`src/rtl/plic_gateway.sv`:
```
`default_nettype none
// ============================================================================
// Module   : plic_gateway
// Brief    : Per-source PLIC interrupt gateway (level/edge, claim/complete)
// Revision : 1.0 - initial release
// ============================================================================
module plic_gateway #(
    parameter int MAX_PENDING_COUNT = 16,
    parameter int PENDING_CNT_BITS  = 5
) (
    input  logic                        clk,
    input  logic                        rst,
    input  logic                        src_i,
    input  logic                        edge_lvl_i,
    input  logic                        claim_i,
    input  logic                        complete_i,
    output logic                        ip_o,
    output logic                        busy_o,
    output logic [PENDING_CNT_BITS-1:0] pending_cnt_o
);

    localparam logic [PENDING_CNT_BITS-1:0] c_MAX_CNT = PENDING_CNT_BITS'(MAX_PENDING_COUNT);
    localparam logic [PENDING_CNT_BITS-1:0] c_ONE     = PENDING_CNT_BITS'(1);

    typedef enum logic [1:0] {
        ST_IDLE    = 2'd0,
        ST_PENDING = 2'd1,
        ST_CLAIMED = 2'd2
    } state_t;

    state_t                      r_state;
    logic                        r_src_dly;
    logic                        r_ip;
    logic                        r_busy;
    logic [PENDING_CNT_BITS-1:0] r_cnt;

    logic w_rise;
    logic w_cnt_zero;
    logic w_trig;
    logic w_fwd;
    logic w_inc;
    logic w_dec;

    assign w_rise     = src_i & ~r_src_dly;
    assign w_cnt_zero = (r_cnt == '0);
    assign w_trig     = edge_lvl_i ? (~w_cnt_zero | w_rise) : src_i;
    assign w_fwd      = (r_state == ST_IDLE) & w_trig;
    assign w_dec      = w_fwd & ~w_cnt_zero;
    // A fresh edge forwarded with an empty queue is consumed directly; a
    // simultaneous forward frees a slot, so a full queue still absorbs the edge.
    assign w_inc      = w_rise & ~(w_fwd & w_cnt_zero) & ((r_cnt < c_MAX_CNT) | w_dec);

    always_ff @(posedge clk) begin
        if (rst) begin
            r_state   <= ST_IDLE;
            r_src_dly <= 1'b0;
            r_ip      <= 1'b0;
            r_busy    <= 1'b0;
            r_cnt     <= '0;
        end else begin
            r_src_dly <= src_i;

            case (r_state)
                ST_IDLE: begin
                    if (w_trig) begin
                        r_state <= ST_PENDING;
                        r_ip    <= 1'b1;
                        r_busy  <= 1'b1;
                    end
                end
                ST_PENDING: begin
                    if (claim_i) begin
                        r_state <= ST_CLAIMED;
                        r_ip    <= 1'b0;
                    end
                end
                ST_CLAIMED: begin
                    if (complete_i) begin
                        r_state <= ST_IDLE;
                        r_busy  <= 1'b0;
                    end
                end
                default: begin
                    r_state <= ST_IDLE;
                    r_ip    <= 1'b0;
                    r_busy  <= 1'b0;
                end
            endcase

            if (!edge_lvl_i) begin
                r_cnt <= '0;
            end else if (w_inc && !w_dec) begin
                r_cnt <= r_cnt + c_ONE;
            end else if (w_dec && !w_inc) begin
                r_cnt <= r_cnt - c_ONE;
            end
        end
    end

    assign ip_o          = r_ip;
    assign busy_o        = r_busy;
    assign pending_cnt_o = r_cnt;

endmodule
`default_nettype wire

```
`config.mk`:
```
export PLATFORM = sky130hd
export DESIGN_NAME = plic_gateway
export DESIGN_NICKNAME = d
export VERILOG_FILES = /design/src/rtl/plic_gateway.sv
export SDC_FILE = /design/constraint.sdc
export NUM_CORES = 1
export LEC_CHECK = 0
export ABC_AREA = 1
export BUFFER_PORTS_ARGS = -buffer_cell sky130_fd_sc_hd__buf_4
export CAP_MARGIN = 20
export CORE_MARGIN = 1
export CORE_UTILIZATION = 39
export CTS_BUF_LIST = sky130_fd_sc_hd__clkbuf_8 sky130_fd_sc_hd__clkbuf_16
export DETAILED_ROUTE_END_ITERATION = 7
export SYNTH_ARGS = -nofsm -noshare
export SYNTH_HDL_FRONTEND = slang
export SYNTH_SLANG_ARGS = --single-unit
```
`constraint.sdc`:
```
create_clock -name clk -period 3.39 [get_ports clk]
set_input_delay 1.017 -clock clk [delete_from_list [all_inputs] [get_ports clk]]
set_output_delay 1.017 -clock clk [all_outputs]
set_load 0.1 [all_outputs]
```
After elaboration in Yosys (flattened, before gate mapping). Index checks and enable logic that the tools add are counted. W data, S select, Z words.

Output and inout bits: 7. Word-level logic and storage cells: 50. Flip-flop bits (word level): 10.

Equal/unequal tests: 5. Reduce and logical (&&, ||, !) cells: 11. Bitwise gates (word level): 14. Multiplexer cells: 12. $add $sub $neg: 2. $lt $le $gt $ge: 1.

Operators by type and width (number): $mux W5 (2); $reduce_and A3 Y1 (3); $and A1 B1 Y1 (6); $mux W2 (3); $ne A2 B2 Y1 const B (3); $not A1 Y1 (6); $pmux W1 S3 (2); $pmux W2 S3 (1); $add A5 B1 Y5 const B (1); $logic_not A5 Y1 (1); $lt A5 B5 Y1 const B (1); $sub A5 B1 Y5 const B (1); $mux W1 (4); $eq A2 B1 Y1 const B (1); $eq A2 B2 Y1 const B (1); $logic_and A1 B1 Y1 (2); $logic_not A1 Y1 (2); $logic_not A2 Y1 (1); $or A1 B1 Y1 (2); $reduce_bool A2 Y1 (1); $reduce_or A2 Y1 (1).

Depth between registers and ports, before layout. Gate-level depths: netlist of run 1.

Word-level depth: 13. Depth in mapped cells: 17.

Least setup slack after synthesis of run 1. OpenSTA, ideal clock, no wires.

Kind: register to register. Start point: register r_cnt[4] (netlist: pending_cnt_o[4]). End point: register r_cnt[4] (netlist: pending_cnt_o[4]). Cell stages (with the launch flop): 17. Buffers on the path: 0. Data arrival time: 2797 ps. Required time: 3320 ps. Clock period less this slack: 2867 ps. Library setup time: 70 ps. Slack: 523 ps. Cell sequence: dfxtp_1 > inv_1 > nand3_2 > nand2_2 > nand2_2 > nand3_1 > a21oi_1 > ha_1 > inv_1 > fa_1 > a21oi_1 > nor2_1 > nor2_1 > nand2_1 > nand2_1 > nand2_1 > a21oi_1.

Cells in the longest elaborated chain, start to end: 12. Elaborated cells on any way between the ends: 21. Those cells by class: 2 x add/sub; 1 x order compare; 3 x mux; 9 x bitwise; 6 x reduce/logical.

RTL lines: start: declaration (RTL line 35) `logic [PENDING_CNT_BITS-1:0] r_cnt;`; start signal: assignment (RTL line 93) `r_cnt <= r_cnt + c_ONE;`; start signal: assignment (RTL line 95) `r_cnt <= r_cnt - c_ONE;`; $logic_not A5 Y1 (RTL line 45) `assign w_cnt_zero = (r_cnt == '0);`; $not A1 Y1 (RTL line 46, 48); $or A1 B1 Y1 (RTL line 46) `assign w_trig = edge_lvl_i ? (~w_cnt_zero | w_rise) : src_i;`; $mux W1 (RTL line 46); $and A1 B1 Y1 (RTL line 47) `assign w_fwd = (r_state == ST_IDLE) & w_trig;`; $and A1 B1 Y1 (RTL line 51) `assign w_inc = w_rise & ~(w_fwd & w_cnt_zero) & ((r_cnt < c_MAX_CNT) | w_dec);`; $not A1 Y1 (RTL line 51); $and A1 B1 Y1 (2 in a row) (RTL line 51); $logic_not A1 Y1 (RTL line 94) `end else if (w_dec && !w_inc) begin`; $logic_and A1 B1 Y1 (RTL line 94); $reduce_bool A2 Y1 (no source line).

Parallel ways exist; a longest one is shown, timed or not. The select of a mux whose other input is x is not followed. A chain may end at the register's enable or synchronous reset.

Worst setup path after layout of run 1.
Start point: input edge_lvl_i. End point: register r_cnt[4] (netlist: pending_cnt_o[4]).

Cells in the longest elaborated chain, start to end: 9. Elaborated cells on any way between the ends: 16. Those cells by class: 2 x mux; 8 x bitwise; 6 x reduce/logical.

RTL lines: start: declaration (RTL line 14) `input logic edge_lvl_i,`; $mux W1 (RTL line 46); $and A1 B1 Y1 (RTL line 47); $and A1 B1 Y1 (RTL line 51); $not A1 Y1 (RTL line 51); $and A1 B1 Y1 (2 in a row) (RTL line 51); $logic_not A1 Y1 (RTL line 94); $logic_and A1 B1 Y1 (RTL line 94); $reduce_bool A2 Y1 (no source line).

Parallel ways exist; a longest one is shown, timed or not.

==> results of run 1 <==
==> cells in the final DEF, fill, tap and decap left out <==
cell type | Yosys | final
a21oi_2 | 1 | 1
buf_4 | 0 | 12
nor2_2 | 2 | 2
or2_1 | 1 | 1
nand3_1 | 3 | 3
clkbuf_8 | 0 | 4
ha_1 | 4 | 4
xnor2_1 | 1 | 1
inv_1 | 12 | 12
nand4_1 | 1 | 1
o21ai_4 | 1 | 1
nand2_1 | 13 | 13
nand2_2 | 4 | 4
nor2_1 | 10 | 10
fa_1 | 1 | 1
a21oi_1 | 8 | 8
o221ai_1 | 1 | 1
xor2_1 | 2 | 2
nand3_2 | 3 | 3
o21bai_1 | 1 | 1
o21ai_1 | 1 | 1
dfxtp_1 | 10 | 10
or2_4 | 1 | 1
==> final timing paths <==
kind                                    endpoint  slack, ns  depth (start not counted)
worst max register to register  pending_cnt_o[4]       0.92                         17
worst min-delay path                        ip_o       0.46                          2
worst min register to register              ip_o       0.46                          2
worst max-delay path            pending_cnt_o[4]       0.53                         17
==> tightest hold or removal path, delay by kind of cell (launching register included) <==
| family | cells | cell delay, ns |
|---|---|---|
| DFF | 1 | 0.31 |
| AOI/OAI and AO/OA | 1 | 0.04 |
| and+or+nand+nor | 1 | 0.06 |
==> per-stage QoR <==
step | std cells | hold WS (ns)
2_1_floorplan | 81 | 0.555
4_1_cts | 113 | 0.461
3_3_place_gp | 109 | 0.451
3_5_place_dp | 109 | 0.454
6_report | 113 | 0.457
5_1_grt | 113 | 0.495
==> kinds of logic after synthesis <==
kind of cell | after synthesis | share of synthesized area [%]
AOI/OAI and AO/OA | 13 | 14.0
and+or+nand+nor | 38 | 30.8
adders and majority gates | 5 | 11.3
buffers and inverters | 12 | 7.29
DFF | 10 | 32.4
xor gates and xnor gates | 3 | 4.25
==> per-layer routing <==
layer	track usage, %	routed length (um)	vias up
li1	-	-	292
met1	18.7	547	240
met2	22.2	499	11
met3	3.04	54	4
met4	9.68	25	0
met5	0	0	-
==> final cells by class <==
| cell class | count | share of cell area (%) |
|---|---|---|
| clock buffers | 4 | 7.03 |
| inverters | 12 | 5.75 |
| multi-input cells | 59 | 47.6 |
| flip-flops and latches | 10 | 25.6 |
| well taps | 16 | 2.56 |
| repair buffers | 12 | 11.5 |
==> state kept, by name, indices dropped and copies added (netlist names) <==
| signal | flops |
|---|---|
| r_src_dly | 1 |
| ip_o | 1 |
| busy_o | 1 |
| r_state | 2 |
| pending_cnt_o | 5 |
==> summary by stage, run 1 <==
Worst setup path
The most numerous cell on the critical path is nand2_1. Along the worst path, the maximum fanout reaches 4. The worst endpoint data arrival time is 3.02 ns. The cell type group with the largest total delay on the critical path is adder cells. The startpoint of the worst register-to-register path is pending_cnt_o[0]. On the worst path, the slowest cell contributes a delay of 0.41 ns. The slowest stage of the critical path belongs to the cell fa_1.

Tracing the worst setup path back leads to its startpoint at edge_lvl_i. Walking the worst path, the cells encountered are buf_4 > inv_1 > o21ai_4 > nand2_2 > nand2_2 > nand2_1 > a21oi_1 > ha_1 > inv_1 > fa_1 > a21oi_1 > nor2_1 > nor2_1 > nand2_1 > nand2_1 > nand2_1 > a21oi_1. The count of buffer and inverter cells on the critical path is 3. The worst setup path is captured at a flop. For the worst setup path, the data required time is 3.55 ns. The critical path is of the in2reg type.

STA classifies the critical path startpoint as an input pin.

Floorplanning
The die extent in x is 41.8 um. After floorplanning, the core was divided into 14 placement rows. The total I/O pin count is 13. The die covers 1750 um2.

The placeable core region is 1490 um2. The die is 41.8 um tall. The starting density of the core is 41.5%.

Drt
The via count is 547. Dividing the detail-routed via count by the number of cells gives 4.84. The iteration-0 DRC count of the detailed router is 7. The length of the first detailed-routing pass in iterations is 4. After detailed routing, the total wire length is 1.13 mm. The remaining antenna violation count after routing is 0. Dividing the detail-routed wire length by the instance count gives 9.97 um. The count of unresolved DRC violations after routing is 0.

Timing
Subtracting the final worst setup slack from the clock period gives 2.86 ns. Setup repair after global routing left no endpoint under its margin. The number of hold-slack violations in the final timing report is 0.

Measured against its own limit, the worst slew margin works out to 81.7%. The number of pins with negative max-slew slack in the final report is 0. Setup violations remaining at the end of the flow were counted as 0. Setup total negative slack on the finished layout was measured at 0 ns. The share of the clock period used by the worst path is 84.4%. Timing would allow up to 0.349 GHz.

At the pin with the least slew margin, the transition time is 0.277 ns. The worst clock skew is 0.00703 ns. The final setup slack of the worst path is 0.528 ns.

Cells and area
The repair_antennas step left the layout with diodes totalling 0. The combined area of the multi-input logic cells is 373 um2. From synthesis to final layout, the design area changed by 26.7%. The fraction of final layout cells with drive strength greater than 1 is 28.9%. The count of filler cells inserted in the layout is 154. After routing the design area is 783 um2.

The net count of the finished layout is 109. Once layout is complete, the utilization of the core stands at 52.6%. The sequential standard cell area is 200 um2.

Clock network
The root buffer cell chosen for the clock tree is clkbuf_8. The H-tree depth is 1. The later pin in the worst-skew pair is clocked with a latency of 0.24 ns. The number of gates resized after CTS was 0.

The clock net in this run drives a total of 10 sinks. Hold repair after CTS inserted 0 buffers. Clock-pin slew was measured on the worst setup and hold paths at 0.04 ns. TritonCTS built the clock tree.

In this run the deepest clock path goes through 2 buffers. After clock tree synthesis, the setup repair step added 0 buffers. The TritonCTS buffer count is 3.

Worst hold path
The critical hold path startpoint is ip_o. The path class of the tightest hold or removal check is reg2reg.

Synth
The number of synthesized flops with an enable pin is 0. Averaged over all synthesized cells, the footprint is 7.63 um2. During synthesis, Yosys emitted a total of 0 warnings. After synthesis, the largest area contributor takes up 32.4% of total cell area. By count the netlist is led by nand2_1 (13), inv_1 (12), dfxtp_1 (10), nor2_1 (10), a21oi_1 (8).

The dominant cell by count in the synthesized netlist is nand2_1. The count of cell types in the netlist is 21. After synthesis, the share of flip-flops with an asynchronous set or reset is 0%. After synthesis, flip-flops and latches occupy 32.4% of the total area.

In the synthesized netlist the dominant register cell turns out to be dfxtp_1. The number of synthesized register bits is 10. The post-synth design cell area is 618 um2. The cell count after synthesis came out at 81. The post-synth net total is 92. The library cell occupying the most area in the post-synthesis netlist is dfxtp_1. Ranked by total cell area, the synthesized netlist is headed by dfxtp_1 (32%), ha_1 (8.1%), nand2_1 (7.9%).

Outcome
The run finished with clean final reports.

Global route
Global routing finished with a remaining overflow of 0. The via count of the first global-routing pass is 482. Entering global routing, the biggest net connects 7 pins.

Global routing consumed, over all layers together, 14.7% of the routing resources. The first global-routing pass estimated 1.95 mm of wire. The number of antenna violations at the first check in global routing is 0.

Placement
OpenSTA, run right after detailed placement, puts the worst setup slack at 0.297 ns. The count of buffers from port buffering is 12. Once detailed placement completed, the half-perimeter wirelength came to 888 um. The cell area after placement is 728 um2. Routability-driven placement finished with a final weighted congestion of 0.786.

Job
Max-cap violations in this run came to 0.
Power of run 1 is left out: the tool's default activity adds up to more than one toggle a clock period on the data nets, which glitch-free logic cannot reach.
==> inputs of run 2 (changes only) <==
ABC_AREA = 0   (was 1)
clock period = 2.6 ns   (was 3.39 ns; I/O delays follow)
==> run 2 against run 1 <==
Global-route usage rose by 3.0 points. Synthesized cell count fell by 17%. Sequential share of layout area rose by 1.4 points. Synthesized area fell by 6.3%. Design area fell by 1.1%. First-iteration DRC count rose by 29%. Via count fell by 6.0%. Routed wire length fell by 0.27%. Non-clock buffer count rose by 6. Critical path depth fell by 8. Clock-buffer cell count fell by 1. Critical endpoint unchanged. Highest routed layer unchanged.
==> summary by stage, run 2 <==
Outcome
Run status: completed (unchanged).

Worst hold path
The class of the worst hold path is reg2reg (unchanged). The critical hold path startpoint is ip_o (unchanged). The endpoint of the worst hold-timing path is ip_o (unchanged). The cell count of the worst hold path was 2 (unchanged).

Drt
The average detailed-routed wire length per instance is 11.1 um (was 9.97 um). The remaining antenna violation count after routing was 0 (unchanged). The via count is 514 (was 547). The count of unresolved DRC violations after routing came to 0 (unchanged). The total length of routed met3 wires is 47 um (was 54 um). The routed length on met1 is 544 um (was 547 um). The amount of wire on met2 after detailed routing is 520 um (was 499 um). The iteration-0 DRC count of the detailed router was 9 (was 7).

The length of the first detailed-routing pass in iterations is 2 (was 4). The mean number of vias per cell is 5.09 (was 4.84). The final wirelength came to 1.12 mm (was 1.13 mm).

The highest signal layer in the routed design was met4 (unchanged).

Synth
The adder and majority cell fraction of the synthesized area is 12.1% (was 11.3%). Top cells by count, synth: nor2_1 (11), dfxtp_1 (10), a21oi_1 (7) (was nand2_1 (13), inv_1 (12), dfxtp_1 (10), nor2_1 (10), a21oi_1 (8)). The largest family of logic cells by synthesized area is simple AND/OR/NAND/NOR gates (unchanged). The post-synthesis mux area share is 3.67% (was 0%). The number of synthesis warnings came to 0 (unchanged). The top-area cell type share of the netlist area is 34.6% (was 32.4%). The post-synthesis instance total is 67 (was 81). The post-synth design cell area is 579 um2 (was 618 um2).

The number of synthesized register bits is 10 (unchanged). The xor and xnor area share after synthesis was 3.02% (was 4.25%). The number of synthesized flops with an enable pin is 0 (unchanged). The dominant cell by count in the synthesized netlist is nor2_1 (was nand2_1). The portion of the post-synthesis area used by sequential elements is 34.6% (was 32.4%). The post-synthesis average cell area was 8.65 um2 (was 7.63 um2). The post-synthesis simple-gate area fraction is 23.3% (was 30.8%). The library cell occupying the most area in the post-synthesis netlist was dfxtp_1 (unchanged).

The synthesized-area fraction occupied by ao, oa, aoi and oai cells is 19.2% (was 14.0%). The prevailing post-synth register cell is dfxtp_1 (unchanged). The share of synthesized registers carrying an async set or reset is 0% (unchanged). The count of cell types in the netlist is 28 (was 21). The post-synth net total is 78 (was 92).

Leading cell types by total area after synthesis: dfxtp_1 (35%), ha_1 (8.6%), nor2_1 (7.1%) (was dfxtp_1 (32%), ha_1 (8.1%), nand2_1 (7.9%)).

Clock network
The CTS tree is built (unchanged). The clock latency of the later-clocked register in the worst-skew pair came to 0.23 ns (was 0.24 ns). The sink count of the clock tree came to 10 (unchanged). The TritonCTS buffer count is 3 (unchanged). The root buffer cell is clkbuf_8 (unchanged). The maximum clock insertion buffer count was 2 (unchanged). The H-tree depth is 1 (unchanged). The hold buffer count at CTS is 0 (unchanged). The clock-pin slew on the worst setup and hold paths is 0.04 ns (about the same).

Worst setup path
The cell type group with the largest total delay on the critical path is adder cells (unchanged). The cell at the slowest stage of the critical path was mux2_1 (was fa_1). The cell depth of the worst flop-to-flop path is 11 (was 17). Critical path, cell by cell: buf_4 > nor3b_1 > ha_1 > inv_2 > ha_1 > a21oi_1 > a211oi_1 > a31oi_1 > mux2_1 (was buf_4 > inv_1 > o21ai_4 > nand2_2 > nand2_2 > nand2_1 > a21oi_1 > ha_1 > inv_1 > fa_1 > a21oi_1 > nor2_1 > nor2_1 > nand2_1 > nand2_1 > nand2_1 > a21oi_1). The data required time at the worst endpoint is 2.71 ns (was 3.55 ns). The most numerous cell on the critical path is ha_1 (was nand2_1). The launch point of the worst path was src_i (was edge_lvl_i). The highest cell delay on the worst timing path is 0.33 ns (was 0.41 ns). The count of buffer and inverter cells on the critical path came to 2 (was 3). The element type at the critical path end is a flop (unchanged).

The worst endpoint data arrival time was 2.46 ns (was 3.02 ns). The register-to-register path setup slack is 0.26 ns (was 0.92 ns). The kind of critical path is in2reg (unchanged). The highest fanout seen on the critical path came to 5 (was 4). The startpoint of the worst register-to-register path is pending_cnt_o[2] (was pending_cnt_o[0]). The capture point of the worst reg-to-reg path is pending_cnt_o[4] (unchanged).

The critical path startpoint category is an input pin (unchanged).

Global route
The overall global routing resource usage is 17.7% (was 14.7%). The via count of the first global-routing pass is 441 (was 482). The first-pass GRT wire length is 1.82 mm (was 1.95 mm).

The total congestion overflow was 0 (unchanged). The number of antenna violations at the first check in global routing is 0 (unchanged). The pin count of the biggest net entering global routing was 10 (was 7).

Timing
The final critical delay including setup and external delays is 2.35 ns. The setup violation total in the final timing report is 0 (unchanged). The number of hold-slack violations in the final timing report was 0 (unchanged). The transition time at the pin with the least slew margin came to 0.313 ns (was 0.277 ns). The headroom to the max-slew limit is 79.2% (was 81.7%). The final setup slack of the worst path is 0.251 ns (was 0.528 ns). The number of pins with negative max-slew slack in the final report was 0 (unchanged).

Setup repair after global routing missed its margin: false (unchanged). The maximum clock frequency is 0.426 GHz. The worst clock skew was 0.000606 ns (was 0.00703 ns). The share of the clock period used by the worst path is 90.4%.

Floorplanning
The placeable core region is 1330 um2 (was 1490 um2). The area enclosed by the die boundary is 1640 um2 (was 1750 um2). The starting density of the core came to 43.4% (was 41.5%).

The site row count is 13 (was 14). The die extent in x was 40.5 um (was 41.8 um). The height of the die is 40.5 um (was 41.8 um).

The total I/O pin count came to 13 (unchanged).

Placement
The number of placed cells counting well taps is 98 (was 109). The final RePlAce weighted congestion is 0.680 (was 0.786). The count of buffers from port buffering is 12 (unchanged). The post-detailed-placement half-perimeter wirelength is 887 um (was 888 um). The pre-CTS worst setup slack is -0.0263 ns (was 0.297 ns).

Cells and area
The most common cell after layout, fill and taps aside is buf_4 (was nand2_1). The number of flip-flops under the largest register name is 5 (unchanged). The final cell count without fillers was 101 (was 113). Commonest non-fill, non-tap cells in the layout: buf_4 (18), nor2_1 (10), a21oi_1 (7), dfxtp_2 (7), nand2_1 (6) (was nand2_1 (13), inv_1 (12), buf_4 (12)). The fraction of final layout cells with drive strength greater than 1 is 39.5% (was 28.9%). The area added between synthesis and finish is 33.7% (was 26.7%). The number of antenna cells inserted is 0 (unchanged). The number of nets in the finished design came to 99 (was 109).

Job
The count of max-cap constraint violations came to 0 (unchanged).
==> run 2: kinds of logic (layout without fill, tap and decap cells) <==
group	Yosys count	after routing
fa+ha+maj	5	5
buf+inv	4	23
flops	10	10
compound gates	18	18
xor+xnor	2	2
mux	2	2
simple gates	26	26
==> run 2: worst register-to-register path: stages (launching register included) <==
cell and delay, ns:
dfxtp_2 0.33, nor3_2 0.21, nand2_1 0.10, a21oi_1 0.15
nor3b_1 0.06, ha_1 0.20, inv_2 0.10, ha_1 0.26
a21oi_1 0.20, a211oi_1 0.10, a31oi_1 0.17, mux2_1 0.33
==> run 2: worst max-delay path by stage <==
stage,to,slack [ns],cells after the start
6_report,pending_cnt_o[4],0.25,9
3_5_place_dp,pending_cnt_o[4],-0.03,9
3_3_place_gp,pending_cnt_o[4],-0.005,9
5_1_grt,pending_cnt_o[4],0.06,11
4_1_cts,pending_cnt_o[4],0.14,11
2_1_floorplan,pending_cnt_o[4],0.03,11
==> run 2: stage by stage <==
step           utilization [%]  cell area [um2]  TNS (ns)  hold WS, ns
3_5_place_dp              54.2              723   -0.0263        0.445
6_report                  58.1              774         0        0.450
3_3_place_gp              54.2              723  -0.00520        0.442
5_1_grt                   58.1              774         0        0.476
2_1_floorplan                -              586         0        0.509
4_1_cts                   57.3              764         0        0.454
==> run 2: per-layer routing <==
layer	track usage, %	vias up
met5	0	-
met4	10.0	0
met3	6.67	2
met2	26.6	11
met1	21.2	226
li1	-	275
==> run 2: cell type report <==
| cell class | count | area [um2] |
|---|---|---|
| Multi-Input combinational cell | 53 | 363 |
| Inverter | 2 | 7.51 |
| Fill cell | 138 | 559 |
| Clock buffer | 3 | 41.3 |
| Timing Repair Buffer | 18 | 135 |
| Sequential cell | 10 | 209 |
| Tap cell | 15 | 18.8 |
==> run 2: what timing repair did <==
item | 4_1_cts | 5_1_grt
resized for setup | 0 | 5
setup endpoints to repair | 0 | 2
buffers inserted | 0 | 0
Power of run 2 is left out for the same reason.
